==> src/rtl/lisa_rx_os_fifo.sv <==
// UART 8N1 receiver: oversampled majority-vote bit sampling feeding a small show-ahead FIFO.
// Optional break detection is compiled in when LISA_RX_BREAK_DET_EN is defined.
module lisa_rx_os_fifo #(
    parameter int unsigned FIFO_DEPTH = 4,
    parameter int unsigned OVERSAMPLE = 16
) (
    input  logic       clk,
    input  logic       rst,
    input  logic       baud_ref,
    input  logic       rxd,
    input  logic       rd,
    input  logic       clr_err,
    output logic [7:0] d,
    output logic       data_avail,
    output logic [4:0] fifo_level,
    output logic       frame_err,
    output logic       overrun,
    output logic       break_det
);
    localparam int unsigned AW = (FIFO_DEPTH > 1) ? $clog2(FIFO_DEPTH) : 1;
    localparam int unsigned CW = $clog2(OVERSAMPLE);
    localparam logic [CW-1:0] T_LAST  = CW'(OVERSAMPLE - 1);
    localparam logic [CW-1:0] T_MIDM2 = CW'(OVERSAMPLE / 2 - 2);
    localparam logic [CW-1:0] T_MIDM1 = CW'(OVERSAMPLE / 2 - 1);
    localparam logic [CW-1:0] T_MID   = CW'(OVERSAMPLE / 2);
    localparam logic [CW-1:0] T_MIDP1 = CW'(OVERSAMPLE / 2 + 1);
    localparam logic [AW:0]   DEPTH_L = (AW + 1)'(FIFO_DEPTH);

    typedef enum logic [1:0] {IDLE, START, DATA, STOP} state_t;

    logic          rxd_meta, rxd_s;
    state_t        state, state_n;
    logic [CW-1:0] cnt, cnt_n;
    logic [2:0]    bit_idx, bit_n;
    logic [7:0]    shreg, shreg_n;
    logic [1:0]    ones, ones_n;
    logic          armed, armed_n;
    logic          vote;
    logic          push_ev, frame_ev, push_q;
`ifdef LISA_RX_BREAK_DET_EN
    logic          break_ev;
`endif

    always_ff @(posedge clk or posedge rst) begin
        if (rst) begin
            rxd_meta <= 1'b1;
            rxd_s    <= 1'b1;
        end else begin
            rxd_meta <= rxd;
            rxd_s    <= rxd_meta;
        end
    end

    always_ff @(posedge clk or posedge rst) begin
        if (rst) begin
            state   <= IDLE;
            cnt     <= '0;
            bit_idx <= '0;
            shreg   <= '0;
            ones    <= '0;
            armed   <= 1'b1;
            push_q  <= 1'b0;
        end else begin
            state   <= state_n;
            cnt     <= cnt_n;
            bit_idx <= bit_n;
            shreg   <= shreg_n;
            ones    <= ones_n;
            armed   <= armed_n;
            push_q  <= push_ev;
        end
    end

    // Third sample is the live input on the decision tick; two earlier ones are counted.
    assign vote = ones[1] | (ones[0] & rxd_s);

    always_comb begin
        state_n  = state;
        cnt_n    = cnt;
        bit_n    = bit_idx;
        shreg_n  = shreg;
        ones_n   = ones;
        armed_n  = armed;
        push_ev  = 1'b0;
        frame_ev = 1'b0;
`ifdef LISA_RX_BREAK_DET_EN
        break_ev = 1'b0;
`endif
        if (baud_ref) begin
            cnt_n = cnt + CW'(1);
            case (state)
                IDLE: begin
                    cnt_n  = '0;
                    ones_n = '0;
                    if (!armed) begin
                        if (rxd_s) armed_n = 1'b1;
                    end else if (!rxd_s) begin
                        state_n = START;
                    end
                end
                START: begin
                    if (cnt == T_MIDM2 || cnt == T_MIDM1) ones_n = ones + {1'b0, rxd_s};
                    if (cnt == T_MID && vote) begin
                        state_n = IDLE;
                        cnt_n   = '0;
                    end else if (cnt == T_LAST) begin
                        state_n = DATA;
                        cnt_n   = '0;
                        ones_n  = '0;
                        bit_n   = '0;
                    end
                end
                DATA: begin
                    if (cnt == T_MIDM1 || cnt == T_MID) ones_n = ones + {1'b0, rxd_s};
                    if (cnt == T_MIDP1) begin
                        shreg_n = {vote, shreg[7:1]};
                        ones_n  = '0;
                    end
                    if (cnt == T_LAST) begin
                        cnt_n = '0;
                        if (bit_idx == 3'd7) state_n = STOP;
                        else                 bit_n   = bit_idx + 3'd1;
                    end
                end
                STOP: begin
                    if (cnt == T_MIDM1 || cnt == T_MID) ones_n = ones + {1'b0, rxd_s};
                    if (cnt == T_MIDP1) begin
                        state_n = IDLE;
                        cnt_n   = '0;
                        ones_n  = '0;
                        if (vote) begin
                            push_ev = 1'b1;
                        end else begin
                            armed_n = 1'b0;
`ifdef LISA_RX_BREAK_DET_EN
                            if (shreg == 8'h00) break_ev = 1'b1;
                            else                frame_ev = 1'b1;
`else
                            frame_ev = 1'b1;
`endif
                        end
                    end
                end
                default: state_n = IDLE;
            endcase
        end
    end

    logic [7:0] mem [FIFO_DEPTH];
    logic [AW:0] wr_ptr, rd_ptr, level;
    logic        empty, full, do_pop, do_wr, ovr_ev;

    assign level  = wr_ptr - rd_ptr;
    assign empty  = (level == '0);
    assign full   = (level == DEPTH_L);
    assign do_pop = rd && !empty;
    // A pop in the same cycle frees the slot, so a push into a full FIFO still lands.
    assign do_wr  = push_q && (!full || do_pop);
    assign ovr_ev = push_q && full && !do_pop;

    always_ff @(posedge clk or posedge rst) begin
        if (rst) begin
            wr_ptr <= '0;
            rd_ptr <= '0;
        end else begin
            if (do_wr)  wr_ptr <= wr_ptr + (AW + 1)'(1);
            if (do_pop) rd_ptr <= rd_ptr + (AW + 1)'(1);
        end
    end

    always_ff @(posedge clk) begin
        if (do_wr) mem[wr_ptr[AW-1:0]] <= shreg;
    end

    assign d          = empty ? 8'h00 : mem[rd_ptr[AW-1:0]];
    assign data_avail = !empty;
    assign fifo_level = 5'(level);

    always_ff @(posedge clk or posedge rst) begin
        if (rst) begin
            frame_err <= 1'b0;
            overrun   <= 1'b0;
        end else begin
            if (frame_ev)     frame_err <= 1'b1;
            else if (clr_err) frame_err <= 1'b0;
            if (ovr_ev)       overrun   <= 1'b1;
            else if (clr_err) overrun   <= 1'b0;
        end
    end

`ifdef LISA_RX_BREAK_DET_EN
    always_ff @(posedge clk or posedge rst) begin
        if (rst)           break_det <= 1'b0;
        else if (break_ev) break_det <= 1'b1;
        else if (clr_err)  break_det <= 1'b0;
    end
`else
    assign break_det = 1'b0;
`endif

endmodule

==> config.mk <==
export PLATFORM = sky130hd
export DESIGN_NAME = lisa_rx_os_fifo
export DESIGN_NICKNAME = d
export VERILOG_FILES = /design/src/rtl/lisa_rx_os_fifo.sv
export SDC_FILE = /design/constraint.sdc
export NUM_CORES = 1
export LEC_CHECK = 0
export CORE_ASPECT_RATIO = 2
export CORE_MARGIN = 3
export CORE_UTILIZATION = 48
export DETAILED_ROUTE_END_ITERATION = 16
export DONT_BUFFER_PORTS = 1
export PLACE_DENSITY = 0.71
export REMOVE_ABC_BUFFERS = 1
export SLEW_MARGIN = 20
export SYNTH_ARGS = -nofsm -noshare
export SYNTH_HDL_FRONTEND = slang
export SYNTH_SLANG_ARGS = --single-unit
==> constraint.sdc <==
create_clock -name clk -period 2.12 [get_ports clk]
set_input_delay 0.424 -clock clk [delete_from_list [all_inputs] [get_ports clk]]
set_output_delay 0.424 -clock clk [all_outputs]
set_load 0.03 [all_outputs]
-- Yosys cells after proc, flatten, opt, wreduce, memory -nomap -nowiden
Memories as Yosys holds them, arrays and structs flattened.
Index checks and enable logic that the tools add are counted.
- multiply operators: 0
- divide/modulo/power cells: 0
- add/subtract/negate cells: 6
- shift operators: 0
- $lt $le $gt $ge: 0
- mux-type cells: 42
- reduce and logical (&&, ||, !) cells: 23
- equal/unequal tests: 21
- bitwise gates (word level): 2
- operators by type and width (cell ; number):
    $mux 2 ; 12
    $ne 2x2->1 const B ; 9
    $mux 1 ; 17
    $pmux 4 s4 ; 1
    $eq 4x4->1 const B ; 3
    $mux 3 ; 4
    $mux 4 ; 3
    $add 3x1->3 const B ; 3
    $eq 4x3->1 const B ; 2
    $mux 8 ; 1
    $pmux 2 s4 ; 1
    $reduce_bool 2->1 ; 4
    $reduce_and 7->1 ; 1
    $eq 3x3->1 const B ; 2
    $pmux 2 s3 ; 1
    $pmux 3 s2 ; 1
    $reduce_and 6->1 ; 1
    $logic_and 1x1->1 ; 5
    $add 4x1->4 const B ; 1
    $eq 2x2->1 const B ; 2
    $reduce_and 4->1 ; 1
    $logic_not 1->1 ; 3
    $logic_not 3->1 ; 1
    $logic_or 1x1->1 ; 3
    other kinds (12) ; 12
- memories kept: 1
- ROM bits: 0
- register bits: 31
- bits in writable memories: 32
- latch bits: 0
- output and inout port bits: 17
- memories (memory ; depth ; bits a word ; rd ports ; clocked after Yosys merged registers in ; write ports ; RTL line ; RTL):
    mem ; 4 ; 8 ; 1 ; 0 ; 1 ; 149 ; logic [7:0] mem [FIFO_DEPTH];

-- Depth between registers and ports, before layout
Gate-level depths: netlist of run 1.
- word-level depth: 8
- gate-level depth with buffers: 7

-- Worst setup path before layout of run 1
OpenSTA, ideal clock, no wires.
- kind: reg2out
- start: reg wr_ptr[0]
- end: out d[0]
- required time: 1.696 ns
- stages on the path, launching flop included: 7
- arrival: 2.073 ns
- slack: -0.377 ns
- cells stage by stage: dfrtp_1 -> inv_1 -> ha_1 -> fa_1 -> xnor3_1 -> nand3_1 -> and2_1
- word-level cells in the longest chain between the ends: 3
- RTL lines (element ; RTL line ; RTL):
    start: declaration ; 150 ; logic [AW:0] wr_ptr, rd_ptr, level;
    start signal: assignment ; 166 ; if (do_wr) wr_ptr <= wr_ptr + (AW + 1)'(1);
    $sub 3x3->3 ; 153 ; assign level = wr_ptr - rd_ptr;
    $logic_not 3->1 ; 154 ; assign empty = (level == '0);
    $mux 8 ; 175 ; assign d = empty ? 8'h00 : mem[rd_ptr[AW-1:0]];
    end: declaration ; 13 ; output logic [7:0] d,
No other way between the ends.

-- Worst setup path in the final report of run 1
- start: reg rd_ptr[0]
- end: out d[7]
- word-level cells in the longest chain between the ends: 3
- elaborated cells between the ends (all ways): 4
- RTL lines (element ; RTL line ; RTL):
    start: declaration ; 150 ;
    start signal: assignment ; 167 ; if (do_pop) rd_ptr <= rd_ptr + (AW + 1)'(1);
    $sub 3x3->3 ; 153 ;
    $logic_not 3->1 ; 154 ;
    $mux 8 (*) ; 175 ;
Mark *: on every way between the ends. The rest lies on a longest branch, timed or not.

==> flow_summary_export.csv, run 1 <==
group,metric,value,unit
floorplanning,chipWidth,61.97,um
synthesis,ys.flop_type,"edfxtp_1",
pwr,power_density,1456,mW/mm2
sta,finalMaxSlewViolations,0,
synthesis,syn_area,0.003007,mm2
sta,skew,0.004924,ns
global_routing,grt_pass1_wl,8859,um
worst_setup_path,r2r_end,"mem[0][6]$_DFFE_PP_",
layout,regArea,0.001740,mm2
sta,finalCritPeriodShare,1.165,
place,dpl_worst_slack,-0.2076,ns
global_routing,overflow,0,
synthesis,synth.area.top_cells,"edfxtp_1 (32%), dfrtp_1 (23%), mux4_2 (6.0%)",
clock_network,root_buffer,"clkbuf_16",
layout,nFillCells,464,
sta,hold_viol,0,
run_status,violations,"setup timing",
routing,drt_first_pass_iters,4,
worst_setup_path,startpoint,"rd_ptr[0]$_DFFE_PP0P_",
worst_setup_path,endpoint,"d[7]",
global_routing,track_usage,0.1683,
clock_network,numCtsBuffers,9,
clock_network,cts_hold_buffers,0,
worst_setup_path,worstSetupPathType,"reg -> out",
layout,fin_nets,276,
sta,finalSetupViolCount,43,
clock_network,cts_tree,"yes",
routing,viasPerCell,5.392,
clock_network,clk_latency,0.32,ns
worst_setup_path,worstSetupEndpointType,"primary output",
synthesis,yosys_warnings,0,
layout,drive_gt1_frac,0.2808,
routing,wl_per_cell,16.13,um
synthesis,async_flop_share,0.4921,
floorplanning,die_area,0.007307,mm2
sta,fmax,0.4049,GHz
worst_setup_path,reg2reg_slack,-0.08,ns
layout,antenna_cells,0,
routing,vias,1855,
run_status,status,"complete, but fails checks",
pwr,irDropWorstVdd,0.6884,mV
place,gp_congestion,0.7989,
worst_setup_path,worstPathRequired,1.70,ns
pwr,total_power,5.302,mW
sta,period_minus_slack,2.470,ns
synthesis,synth-seq-cells,63,
place,dpl.hpwl,3862,um
hold_path,hold_class,"in -> async",
clock_network,numClockSinks,63,
global_routing,grt_pass1_vias,1871,
synthesis,yosysUniqueCellTypes,51,
synthesis,synth_top_area_cell,"edfxtp_1",
place,io_buffer_count,0,
routing,drc_errors,0,
worst_setup_path,r2r_start,"rd_ptr[0]$_DFFE_PP0P_",
worst_setup_path,critPathMaxFanout,10,
clock_network,cts-htree-levels,3,
synthesis,netlist_instances,227,
layout,area_growth,21.14,%
global_routing,grt_max_degree,32,
synthesis,synth_top_area_share,0.3196,
synthesis,syn_area_per_cell,13.25,um2
floorplanning,io_pins,23,
floorplanning,num_rows,40,
clock_network,clockBufferDepth,2,
floorplanning,start_util,0.4965,
layout,layout_common_cells,"edfxtp_1 (32), dfrtp_1 (28), inv_1 (15), buf_4 (14)",
worst_setup_path,worstSetupStartpointType,"register",
floorplanning,die-height,117.9,um
sta,hold_ws,0.07924,ns
routing,drtIter0Drc,74,
sta,worst_slack,-0.3496,ns
global_routing,antenna_found_initial,0,
clock_network,clkTransAtPathRegs,0.05,ns
layout,final_common_cell,"edfxtp_1",
routing,ant_nets,0,
synthesis,synth_edf_count,32,
floorplanning,core_area,0.006056,mm2
synthesis,yosysSeqAreaShare,0.5789,
worst_setup_path,arrival,2.05,ns
routing,wl,5549,um
pwr,leakage,1.562,nW
run,cap_violations,0,
layout,multi_input_area,0.001191,mm2
sta,rsz0062_at_grt,"true",
worst_setup_path,reg2reg_depth,6,
[state kept, by name (all words and copies together), names as in the netlist, named ones only]
register and cells:
ones 2, shreg 8, state 1, frame_err 1, mem 32, bit_idx 3
armed 1, rxd_meta 1, rd_ptr 3, overrun 1, push_q 1, rxd_s 1
cnt 4, wr_ptr 3
[what timing repair did]
action | in CTS | in global routing
gates resized for setup | 20 | 4
buffers inserted | 1 | 1
endpoints found under the setup margin | 35 | 44
cloned | 0 | 1
pin swaps | 1 | 1
[worst min-delay path by stage]
stage,depth (start not counted),slack (ns),to,from
3_5_place_dp,0,0.35,rxd_s$_DFF_PP1_,rxd_meta$_DFF_PP1_
3_3_place_gp,0,0.35,rxd_s$_DFF_PP1_,rxd_meta$_DFF_PP1_
5_1_grt,0,0.08,rxd_meta$_DFF_PP1_,rxd
4_1_cts,2,0.09,overrun$_DFFE_PP0P_,rst
2_1_floorplan,0,0.35,rxd_s$_DFF_PP1_,rxd_meta$_DFF_PP1_
6_report,2,0.08,bit_idx[2]$_DFFE_PP0P_,rst
[Yosys cell counts, drive strengths merged, types with 2 or more instances]
master / number
nand2: 13
xnor2: 4
a21oi: 6
a31oi: 3
and3: 2
ha: 14
edfxtp: 32
and2: 12
nor2: 10
nor3b: 2
o2bb2ai: 3
clkbuf: 5
mux2: 9
mux2i: 4
mux4: 8
nor3: 5
nand2b: 4
buf: 6
o21ai: 8
nand3: 4
dfrtp: 28
inv: 17
nor2b: 2
dfstp: 3
[power by group]
group,switching (mW),internal [mW]
registers,0.217,1.47
clock network,0.479,0.929
logic,1.14,1.07
total,1.84,3.46
[per-stage QoR]
step | setup TNS [ns] | instance area [um2] | std cells | utilization
detailed placement | -5.690 | 3269 | 326 | 0.5399
floorplan | -12.02 | 2959 | 218 | -
CTS | -2.980 | 3627 | 343 | 0.5990
global placement | -3.565 | 3269 | 326 | 0.5399
finish | -5.394 | 3642 | 344 | 0.6014
global route | -7.866 | 3642 | 344 | 0.6014
[logic make-up (layout without fill, tap and decap cells)]
family | count (synthesis) | after routing | synth area share
buffers and inverters | 28 | 58 | 0.03953
other | 1 | 3 | 0.001247
AO/OA/AOI/OAI | 32 | 32 | 0.07242
adder cells (fa/ha/maj) | 15 | 15 | 0.06492
AND/OR/NAND/NOR | 61 | 62 | 0.1140
flip-flops | 63 | 63 | 0.5789
XOR/XNOR | 6 | 6 | 0.02205
multiplexers | 21 | 21 | 0.1070
[critical path: stages (launching register included)]
cell	delay [ns]
dfrtp_1	0.41
ha_4	0.18
fa_2	0.34
xnor3_1	0.26
nand3_1	0.10
buf_6	0.15
and2_1	0.15
buf_6	0.13
[per-layer routing]
| layer | global-route usage | wire [um] | part of all wire |
|---|---|---|---|
| met2 | 0.2818 | 3253 | 0.59 |
| met5 | 0 | 0 | 0 |
| met3 | 0.05269 | 171 | 0.031 |
| met4 | 0.09163 | 198 | 0.036 |
| met1 | 0.1742 | 1925 | 0.35 |
[layout make-up]
cell class / instances / area share
flip-flops and latches: 63 / 0.4778
multi-input cells: 139 / 0.3270
repair buffers: 25 / 0.06767
clock buffers: 11 / 0.06664
well taps: 84 / 0.02886
inverters: 17 / 0.01855
clock inverters: 5 / 0.01340
Power figures use the tool's default switching activity.
==> run 2: changes to the inputs <==
--- a/config.mk
+++ b/config.mk
@@ -8,10 +8,10 @@
 export CORE_ASPECT_RATIO = 2
 export CORE_MARGIN = 3
 export CORE_UTILIZATION = 48
+export CTS_BUF_LIST = sky130_fd_sc_hd__clkbuf_4 sky130_fd_sc_hd__clkbuf_8
 export DETAILED_ROUTE_END_ITERATION = 16
 export DONT_BUFFER_PORTS = 1
 export PLACE_DENSITY = 0.71
-export REMOVE_ABC_BUFFERS = 1
 export SLEW_MARGIN = 20
 export SYNTH_ARGS = -nofsm -noshare
 export SYNTH_HDL_FRONTEND = slang
==> run 2 against run 1 <==
The run still ends with setup timing left; via count decreased by 3.7%; sequential power is essentially flat; hold slack lost 0.010 ns; critical endpoint unchanged.
==> flow_summary_export.csv, run 2 (synthesis gave the netlist of run 1 again) <==
group,metric,value,unit
run_status,status,"complete, but fails checks",
run_status,violations,"setup timing",
routing,wl,5326,um
layout,largest_register_ff_count,32,
routing,drt_first_pass_iters,4,
routing,drtIter0Drc,52,
worst_setup_path,slowest_stage,"dfrtp_1",
global_routing,track_usage,0.1684,
layout,layout_common_cells,"edfxtp_1 (32), dfrtp_1 (28), buf_4 (17), inv_1 (13), ha_1 (13)",
pwr,total_power,4.857,mW
layout,antenna_cells,0,
floorplanning,die-height,117.9,um
layout,drive_gt1_frac,0.3123,
place,dpl.hpwl,3802,um
layout,nFillCells,515,
layout,area_growth,15.61,%
sta,finalCritPeriodShare,1.125,
routing,vias,1786,
sta,hold_ws,0.06913,ns
worst_setup_path,reg2reg_depth,8,
worst_setup_path,worstSetupPathType,"reg -> out",
place,dp.cells,314,
clock_network,numClockSinks,63,
hold_path,hold_class,"in -> async",
place,dpl_worst_slack,0.002056,ns
sta,fin_tns_setup,-10.77,ns
global_routing,grt_pass1_wl,9066,um
worst_setup_path,r2r_start,"rd_ptr[0]$_DFFE_PP0P_",
global_routing,overflow,0,
global_routing,antenna_found_initial,0,
worst_setup_path,worstSetupStartpointType,"register",
layout,fin_nets,269,
place,gp_congestion,0.8552,
layout,regArea,0.001740,mm2
pwr,leakage,1.471,nW
routing,viasPerCell,5.300,
sta,period_minus_slack,2.384,ns
place,placed_area,0.003198,mm2
worst_setup_path,worstSetupEndpointType,"primary output",
routing,ant_nets,0,
worst_setup_path,worstPathRequired,1.70,ns
clock_network,cts_tree,"yes",
floorplanning,start_util,0.4965,
layout,design_area,0.003476,mm2
routing,drc_errors,0,
clock_network,cts-htree-levels,3,
layout,multi_input_area,0.001231,mm2
clock_network,cts_hold_buffers,0,
layout,final_common_cell,"edfxtp_1",
layout,utilization,0.5740,
clock_network,clkTransAtPathRegs,0.07,ns
layout,finalNonFillerCells,337,
floorplanning,core_area,0.006056,mm2
pwr,power_density,1397,mW/mm2
global_routing,grt_pass1_vias,1916,
global_routing,grt_max_degree,32,
sta,rsz0062_at_grt,"true",
run,cap_violations,0,
worst_setup_path,reg2reg_slack,-0.26,ns
worst_setup_path,slowest_delay,0.41,ns
sta,fmax,0.4194,GHz
clock_network,root_buffer,"clkbuf_8",
clock_network,clk_latency,0.33,ns
floorplanning,die_area,0.007307,mm2
place,io_buffer_count,0,
clock_network,clockBufferDepth,2,
worst_setup_path,critPathMaxFanout,5,
sta,finalSetupViolCount,46,
sta,hold_viol,0,
worst_setup_path,arrival,1.96,ns
floorplanning,io_pins,23,
sta,worst_slack,-0.2643,ns
clock_network,numCtsBuffers,9,
sta,skew,0.005416,ns
sta,finalMaxSlewViolations,0,
floorplanning,num_rows,40,
floorplanning,chipWidth,61.97,um
routing,wl_per_cell,15.80,um
worst_setup_path,r2r_end,"wr_ptr[2]$_DFFE_PP0P_",
pwr,irDropWorstVdd,0.6580,mV
worst_setup_path,path_cells,"ha_4, fa_2, xnor3_2, nand3_4, and2_4",
[run 2: changes by cell type in the layout (fill, tap and decap cells not counted), moves of 2 or more]
cell       change
clkbuf_16      -9
nand3_4        +2
inv_1          -2
buf_12         -2
inv_2          +2
buf_4          +3
buf_6          -8
and2_4         +5
and2_1         -6
clkbuf_8       +8
[run 2: final cells by class]
class,instances,area share
Sequential cell,63,0.5007
Multi-Input combinational cell,139,0.3542
Timing Repair Buffer,18,0.03996
Clock buffer,10,0.03780
Tap cell,84,0.03024
Inverter,17,0.01944
Clock inverter,6,0.01764
[run 2: timing repair]
item | 4_1_cts | 5_1_grt
buffers inserted | 4 | 2
cloned | 1 | 0
gates resized for setup | 7 | 2
endpoints found under the setup margin | 12 | 47
pin swaps | 1 | 3
[run 2: critical path: cells and delay by family (launching register included)]
kind          cells  cell delay, ns
flops             1            0.41
fa+ha+maj         2            0.53
simple gates      2            0.35
xor+xnor          1            0.34
[run 2: worst max-delay path by stage]
stage	start	endpoint	slack, ns	depth (start not counted)
floorplan	wr_ptr[0]$_DFFE_PP0P_	wr_ptr[2]$_DFFE_PP0P_	0.01	7
finish	rd_ptr[0]$_DFFE_PP0P_	d[7]	-0.26	5
global placement	wr_ptr[0]$_DFFE_PP0P_	wr_ptr[2]$_DFFE_PP0P_	0.06	7
CTS	rd_ptr[0]$_DFFE_PP0P_	d[0]	-0.29	5
detailed placement	wr_ptr[0]$_DFFE_PP0P_	wr_ptr[2]$_DFFE_PP0P_	0.002	7
global route	wr_ptr[0]$_DFFE_PP0P_	d[0]	-0.33	6
[run 2: layer usage]
layer | vias up | global-route usage | wire [um]
met5 | - | 0 | 0
met4 | 0 | 0.07703 | 129
met3 | 12 | 0.04610 | 134
met2 | 26 | 0.2968 | 3126
met1 | 886 | 0.1703 | 1936
li1 | 862 | - | -
[run 2: report_power, final]
part           switching (mW)  total (mW)  leakage [nW]  internal, mW
logic                    1.23        2.20         0.670         0.975
registers               0.194        1.66         0.701          1.47
clock network           0.441       0.992        0.0994         0.551
